<file path="config.mk">
export PLATFORM = sky130hd
export DESIGN_NAME = otter_mem_arb_flat
export DESIGN_NICKNAME = d
export VERILOG_FILES = /design/src/rtl/otter_mem_arb_if.sv /design/src/rtl/otter_mem_arb.sv /design/src/flat_wrapper.sv
export SDC_FILE = /design/constraint.sdc
export NUM_CORES = 1
export LEC_CHECK = 0
export CAP_MARGIN = 15
export CORE_AREA = 2 2 104 106
export CTS_CLUSTER_SIZE = 28
export DETAILED_ROUTE_END_ITERATION = 10
export DIE_AREA = 0 0 106 108
export GPL_ROUTABILITY_DRIVEN = 1
export GPL_TIMING_DRIVEN = 0
export SLEW_MARGIN = 25
export SYNTH_ARGS = -nofsm -noshare
export SYNTH_HDL_FRONTEND = slang
export SYNTH_SLANG_ARGS = --single-unit
</file>
<file path="constraint.sdc">
create_clock -name clk -period 3.2 [get_ports clk]
set_input_delay 0.8 -clock clk [delete_from_list [all_inputs] [get_ports clk]]
set_output_delay 0.8 -clock clk [all_outputs]
set_load 0.005 [all_outputs]
</file>
<file path="src/rtl/otter_mem_arb_if.sv">
// otter_mem_arb_if -- bundle of every non-clock/reset signal of otter_mem_arb.
//   Port 1 : req1, addr1 -> gnt1, rvalid1, rdata1            (fetch, read-only)
//   Port 2 : req2, we2, size2, addr2, wdata2 -> gnt2, rvalid2, rdata2, err2
//   Memory : mem_en, mem_we, mem_size, mem_addr, mem_wdata -> mem_rdata
// slave  : the arbiter's view.
// master : the view of the requesters plus the memory model around it.
interface otter_mem_arb_if #(
  parameter int DATA_W = 32
);
  logic              req1;
  logic [31:0]       addr1;
  logic              gnt1;
  logic              rvalid1;
  logic [DATA_W-1:0] rdata1;

  logic              req2;
  logic              we2;
  logic [1:0]        size2;
  logic [31:0]       addr2;
  logic [DATA_W-1:0] wdata2;
  logic              gnt2;
  logic              rvalid2;
  logic [DATA_W-1:0] rdata2;
  logic              err2;

  logic              mem_en;
  logic              mem_we;
  logic [1:0]        mem_size;
  logic [31:0]       mem_addr;
  logic [DATA_W-1:0] mem_wdata;
  logic [DATA_W-1:0] mem_rdata;

  modport slave (
    input  req1, addr1, req2, we2, size2, addr2, wdata2, mem_rdata,
    output gnt1, rvalid1, rdata1, gnt2, rvalid2, rdata2, err2,
           mem_en, mem_we, mem_size, mem_addr, mem_wdata
  );

  modport master (
    output req1, addr1, req2, we2, size2, addr2, wdata2, mem_rdata,
    input  gnt1, rvalid1, rdata1, gnt2, rvalid2, rdata2, err2,
           mem_en, mem_we, mem_size, mem_addr, mem_wdata
  );
endinterface

</file>
<file path="src/rtl/otter_mem_arb.sv">
// otter_mem_arb -- two-port round-robin arbiter in front of a single-ported,
// registered-read memory.
//   clk   : single clock, rising edge
//   RST_N : asynchronous active-low reset; forces every output to 0 at once
//   bus   : otter_mem_arb_if.slave (fetch port, load/store port, memory side)
// Grant is combinational and drives the memory in the same cycle; a granted
// read produces a one-cycle rvalid on the following cycle. Misaligned port-2
// requests are granted but never reach the memory; they return err2 instead.
module otter_mem_arb #(
  parameter int ADDR_W = 14,
  parameter int DATA_W = 32
) (
  input  logic            clk,
  input  logic            RST_N,
  otter_mem_arb_if.slave  bus
);

  // Only a 32-bit data path is implemented, and a word address must fit in
  // the 32-bit byte address.
  if (DATA_W != 32 || ADDR_W > 30) begin : g_bad_param
    $error("otter_mem_arb: unsupported ADDR_W/DATA_W");
  end

  typedef enum logic [1:0] {ST_IDLE, ST_RESP1, ST_RESP2, ST_ERR2} state_t;

  state_t state, state_nxt;
  logic   last2, last2_nxt;  // 1: port 2 was the most recent grant
  logic   g1, g2, mis2;

  always_ff @(posedge clk or negedge RST_N) begin
    if (!RST_N) begin
      state <= ST_IDLE;
      last2 <= 1'b0;         // port 1 "last", so port 2 wins the first tie
    end else begin
      state <= state_nxt;
      last2 <= last2_nxt;
    end
  end

  always_comb begin
    mis2 = (bus.size2 == 2'b11) ||
           (bus.size2 == 2'b01 && bus.addr2[0]) ||
           (bus.size2 == 2'b10 && bus.addr2[1:0] != 2'b00);

    // Grants are gated by RST_N so outputs fall to 0 without a clock.
    g1 = 1'b0;
    g2 = 1'b0;
    if (RST_N) begin
      if (bus.req1 && bus.req2) begin
        g2 = !last2;
        g1 = last2;
      end else begin
        g1 = bus.req1;
        g2 = bus.req2;
      end
    end

    last2_nxt = last2;
    if (g1)      last2_nxt = 1'b0;
    else if (g2) last2_nxt = 1'b1;

    state_nxt = ST_IDLE;
    if (g1)                 state_nxt = ST_RESP1;
    else if (g2 && mis2)    state_nxt = ST_ERR2;
    else if (g2 && !bus.we2) state_nxt = ST_RESP2;

    bus.gnt1      = g1;
    bus.gnt2      = g2;
    bus.mem_en    = 1'b0;
    bus.mem_we    = 1'b0;
    bus.mem_size  = 2'b00;
    bus.mem_addr  = '0;
    bus.mem_wdata = '0;
    if (g1) begin
      bus.mem_en   = 1'b1;
      bus.mem_size = 2'b10;
      bus.mem_addr = bus.addr1;
    end else if (g2 && !mis2) begin
      bus.mem_en    = 1'b1;
      bus.mem_we    = bus.we2;
      bus.mem_size  = bus.size2;
      bus.mem_addr  = bus.addr2;
      bus.mem_wdata = bus.wdata2;
    end

    // Responses come purely from the registered state; in-flight grants
    // interleave freely with these pulses.
    bus.rvalid1 = (state == ST_RESP1);
    bus.rdata1  = (state == ST_RESP1) ? bus.mem_rdata : '0;
    bus.rvalid2 = (state == ST_RESP2);
    bus.rdata2  = (state == ST_RESP2) ? bus.mem_rdata : '0;
    bus.err2    = (state == ST_ERR2);
  end

endmodule

</file>
<file path="src/flat_wrapper.sv">
// flat-port wrapper written by rule: the top's interface ports become plain ports
module otter_mem_arb_flat 
#(
  parameter int ADDR_W = 14,
  parameter int DATA_W = 32
)
  (clk, RST_N, bus_req1, bus_addr1, bus_req2, bus_we2, bus_size2, bus_addr2, bus_wdata2, bus_mem_rdata, bus_gnt1, bus_rvalid1, bus_rdata1, bus_gnt2, bus_rvalid2, bus_rdata2, bus_err2, bus_mem_en, bus_mem_we, bus_mem_size, bus_mem_addr, bus_mem_wdata);
  otter_mem_arb_if #(.DATA_W(DATA_W)) bus_i ();
  input  logic clk;
  input  logic RST_N;
  input wire logic [$bits(bus_i.req1)-1:0] bus_req1;
  input wire logic [$bits(bus_i.addr1)-1:0] bus_addr1;
  input wire logic [$bits(bus_i.req2)-1:0] bus_req2;
  input wire logic [$bits(bus_i.we2)-1:0] bus_we2;
  input wire logic [$bits(bus_i.size2)-1:0] bus_size2;
  input wire logic [$bits(bus_i.addr2)-1:0] bus_addr2;
  input wire logic [$bits(bus_i.wdata2)-1:0] bus_wdata2;
  input wire logic [$bits(bus_i.mem_rdata)-1:0] bus_mem_rdata;
  output wire logic [$bits(bus_i.gnt1)-1:0] bus_gnt1;
  output wire logic [$bits(bus_i.rvalid1)-1:0] bus_rvalid1;
  output wire logic [$bits(bus_i.rdata1)-1:0] bus_rdata1;
  output wire logic [$bits(bus_i.gnt2)-1:0] bus_gnt2;
  output wire logic [$bits(bus_i.rvalid2)-1:0] bus_rvalid2;
  output wire logic [$bits(bus_i.rdata2)-1:0] bus_rdata2;
  output wire logic [$bits(bus_i.err2)-1:0] bus_err2;
  output wire logic [$bits(bus_i.mem_en)-1:0] bus_mem_en;
  output wire logic [$bits(bus_i.mem_we)-1:0] bus_mem_we;
  output wire logic [$bits(bus_i.mem_size)-1:0] bus_mem_size;
  output wire logic [$bits(bus_i.mem_addr)-1:0] bus_mem_addr;
  output wire logic [$bits(bus_i.mem_wdata)-1:0] bus_mem_wdata;
  assign bus_i.req1 = bus_req1;
  assign bus_i.addr1 = bus_addr1;
  assign bus_i.req2 = bus_req2;
  assign bus_i.we2 = bus_we2;
  assign bus_i.size2 = bus_size2;
  assign bus_i.addr2 = bus_addr2;
  assign bus_i.wdata2 = bus_wdata2;
  assign bus_i.mem_rdata = bus_mem_rdata;
  assign bus_gnt1 = bus_i.gnt1;
  assign bus_rvalid1 = bus_i.rvalid1;
  assign bus_rdata1 = bus_i.rdata1;
  assign bus_gnt2 = bus_i.gnt2;
  assign bus_rvalid2 = bus_i.rvalid2;
  assign bus_rdata2 = bus_i.rdata2;
  assign bus_err2 = bus_i.err2;
  assign bus_mem_en = bus_i.mem_en;
  assign bus_mem_we = bus_i.mem_we;
  assign bus_mem_size = bus_i.mem_size;
  assign bus_mem_addr = bus_i.mem_addr;
  assign bus_mem_wdata = bus_i.mem_wdata;
  otter_mem_arb #(.ADDR_W(ADDR_W), .DATA_W(DATA_W)) u_core (.clk(clk), .RST_N(RST_N), .bus(bus_i));
endmodule
</file>
==> impl_metrics.csv, run 1 <==
group,metric,value,unit
pwr,power_frac_comb,75.9,%
clock_tree,cts.sinks,3,
layout,drive_gt1_share,8.478,%
die,initial_core_util,11.79,%
min_path,hold_class,"primary input to async pin",
sta,post-route-period-util,99.41,%
layout,fin_nets,596,
worst_setup_path,cpPeakStageDelay,0.50,ns
die,die_w,106,µm
global_routing,antenna_found_initial,0,
sta,hold_slack,0.4083,ns
global_routing,grtUsageTotal,15.14,%
clock_tree,cts-buffers-inserted,3,
sta,clock.fmax,314.4,MHz
clock_tree,cts_buffer_depth,2,
worst_setup_path,worstPathArrival,2.38,ns
placed_design,gp_congestion,0.7477,
sta,min_period,3.181,ns
global_routing,grt_pass1_wl,13610,µm
route,antenna_left,0,
route,drc,0,
pwr,switching_share,28.43,%
worst_setup_path,path_max_fanout,10,
die,die_area,11450,µm²
placed_design,pre_cts_ws,-0.6342,ns
logic_synthesis,ys_seq_area_share,6.224,%
route,wl_per_cell,16.03,µm
clock_tree,ctsRootBufferMaster,"clkbuf_8",
worst_setup_path,cp_num_buf_inv,3,
sta,finalHoldViolCount,0,
sta,max_slew_margin,64.81,%
logic_synthesis,yosysUniqueCellTypes,19,
sta,drv_slew,0,
pwr,clock_power_share,16.8,%
layout,num-fill-cells,1064,
job,maxCapViolations,0,
worst_setup_path,crit_start,"bus_addr2[1]",
clock_tree,cts_tree,"done",
worst_setup_path,required,2.40,ns
placed_design,port_buffers,271,
logic_synthesis,syn-num-nets,308,
pwr,peakVddDrop,0.06592,mV
route,drt_iter0_drc,97,
logic_synthesis,syn_area,1206,µm²
sta,setup_ws,0.01902,ns
placed_design,place_hpwl,8188,µm
global_routing,grt_max_degree,11,
route,wirelength,9556,µm
die,io_pins,272,
clock_tree,clkTransAtPathRegs,0.03,ns
logic_synthesis,ys_seq_elements,3,
logic_synthesis,yosysWarningCount,0,
clock_tree,htreeDepth,1,
sta,setup_violations,0,
worst_setup_path,end_kind,"output port",
logic_synthesis,avgSynthCellArea,6.972,µm²
pwr,p_leak,1.845,nW
sta,finClkSkew,0.0003895,ns
route,drt-vias-per-instance,4.035,
worst_setup_path,cp_cell_sequence,"dlygate4sd2_1 -> nor3_2 -> o2111a_2 -> clkbuf_4 -> and2_1 -> clkdlybuf4s50_1",
die,num_rows,37,
route,vias,2405,
worst_setup_path,critPathSlowestCell,"clkdlybuf4s50_1",
pwr,pwr_density_cell,153.9,nW/µm²
layout,diodes,0,
clock_tree,clk_latency,0.21,ns
worst_setup_path,crit-reg2reg-launch,"u_core.last2$_DFFE_PN0P_",
worst_setup_path,cp_top_family,"buffers and inverters",
global_routing,grt.overflow.total,0,
die,die_y,108,µm
layout,syn2layout_area_growth,248.1,%
pwr,switchingPower,0.0001837,W
layout,finalCoreUtilization,41.04,%
logic_synthesis,synthCells,173,
sta,tightestPinTransition,0.5267,ns
route,drt-pass1-iter-count,4,
worst_setup_path,start_kind,"primary input",
outcome,status,"finished clean",
global_routing,grt_pass1_vias,2530,
worst_setup_path,worstSetupPathType,"primary input to output port",
pwr,p_int,0.0004625,W
die,core-area,10230,µm²
sta,grt_setup_unrepaired,"true",
pwr,seq_power_share,7.3,%
-- cells in the final DEF (no fill, tap or decap) --
cell type          n
clkdlybuf4s50_1  217
and2_1           100
dlygate4sd2_1     40
a22o_1            30
buf_4             12
clkbuf_1           7
buf_6              7
nand2_1            5
clkdlybuf4s15_1    5
inv_1              3
buf_2              3
clkbuf_8           3
clkbuf_2           3
clkdlybuf4s15_2    3
dfrtp_1            3
nor2b_1            2
a32o_1             2
or2_2              2
a21oi_4            1
nand3_1            1
a21oi_2            1
nor3_2             1
o2111a_2           1
buf_8              1
nor3_1             1
clkbuf_4           1
o21bai_1           1
a21o_1             1
a21oi_1            1
o21ai_0            1
dlymetal6s2s_1     1
-- area by class of cell --
class,count,area [µm²],share of cell area [%]
repair buffers,284,2753,65.55
multi-input cells,151,1035,24.64
well taps,136,170.2,4.052
plain buffers,15,110.1,2.622
flip-flops and latches,3,75.07,1.788
clock buffers,4,45.04,1.073
inverters,3,11.26,0.2682
-- stage by stage --
step	setup TNS, ns	cells	total power (W)	instance area (µm²)
2_1_floorplan	0	173	0.0001736	1206
3_3_place_gp	-32.81	580	0.0005457	4089
3_5_place_dp	-33.01	580	0.0005465	4089
4_1_cts	-0.4850	594	0.0006552	4190
5_1_grt	-0.7390	596	0.0006920	4199
6_report	0	596	0.0006461	4199
-- path summary, 6_finish.rpt --
kind / slack, ns / cells after the start / end
min in group clk: 0.54 / 1 / u_core.last2$_DFFE_PN0P_
max reg2reg: 2.11 / 4 / u_core.state[0]$_DFF_PN0_
max: 0.02 / 6 / bus_mem_wdata[14]
min reg2reg: 0.54 / 1 / u_core.last2$_DFFE_PN0P_
min: 0.41 / 1 / u_core.state[0]$_DFF_PN0_
max in group asynchronous: 2.64 / 1 / u_core.state[1]$_DFF_PN0_
-- timing repair --
item	4_1_cts	5_1_grt
endpoints found under the setup margin	69	42
pin swaps	4	3
setup buffers	9	3
cloned	1	0
hold buffers	0	0
hold endpoints to repair	0	0
resized for setup	84	11
-- registers in the layout (all words and copies together) (netlist names) --
signal and count:
u_core.last2 1, u_core.state 2
-- power by group through the flow --
| stage | Clock, W | Combinational (W) | Sequential [W] |
|---|---|---|---|
| after detailed placement | 0 | 0.000499 | 0.0000475 |
| after floorplan | 0 | 0.000127 | 0.0000462 |
| after CTS | 0.000113 | 0.000496 | 0.0000470 |
| after global placement | 0 | 0.000499 | 0.0000471 |
| final | 0.000109 | 0.000490 | 0.0000472 |
| after global routing | 0.000117 | 0.000527 | 0.0000479 |
-- metal layers --
| layer | track usage [%] | share of wire [%] |
|---|---|---|
| met5 | 0 | 0 |
| met4 | 3.759 | 1.7 |
| met3 | 4.219 | 9.7 |
| met2 | 27.42 | 48 |
| met1 | 17.65 | 40 |
-- cells in the mapped netlist (all sizes together) --
cell type / number / area, µm²
a21o: 1 / 7.510
a21oi: 3 / 18.77
a22o: 30 / 262.8
a32o: 2 / 20.02
and2: 100 / 625.6
buf: 8 / 71.31
clkbuf: 8 / 30.03
dfrtp: 3 / 75.07
inv: 3 / 11.26
nand2: 5 / 18.77
nand3: 1 / 5.000
nor2b: 2 / 12.51
nor3: 2 / 10.01
o2111a: 1 / 12.51
o21ai: 1 / 5.000
o21bai: 1 / 7.510
or2: 2 / 12.51
-- cells by family (layout without fill, tap and decap cells) --
kind of cell,count (synthesis),after routing,synth area share [%]
AO/OA/AOI/OAI,39,39,27.70
buffers and inverters,19,306,9.335
flip-flops,3,3,6.224
AND/OR/NAND/NOR,112,112,56.74
-- worst reg2reg max path: cells and delay by family, from the launching register on --
family	cells	cell delay [ns]
buffers and inverters	2	0.28
AOI/OAI and AO/OA	2	0.33
DFF	1	0.39
(Power assumes the default switching activity.)
==> run 2: changes to the inputs <==
- HOLD_SLACK_MARGIN: not set -> 0.08
==> results of run 2 <==
Final layout, timing and power as in run 1 (identical DEF).
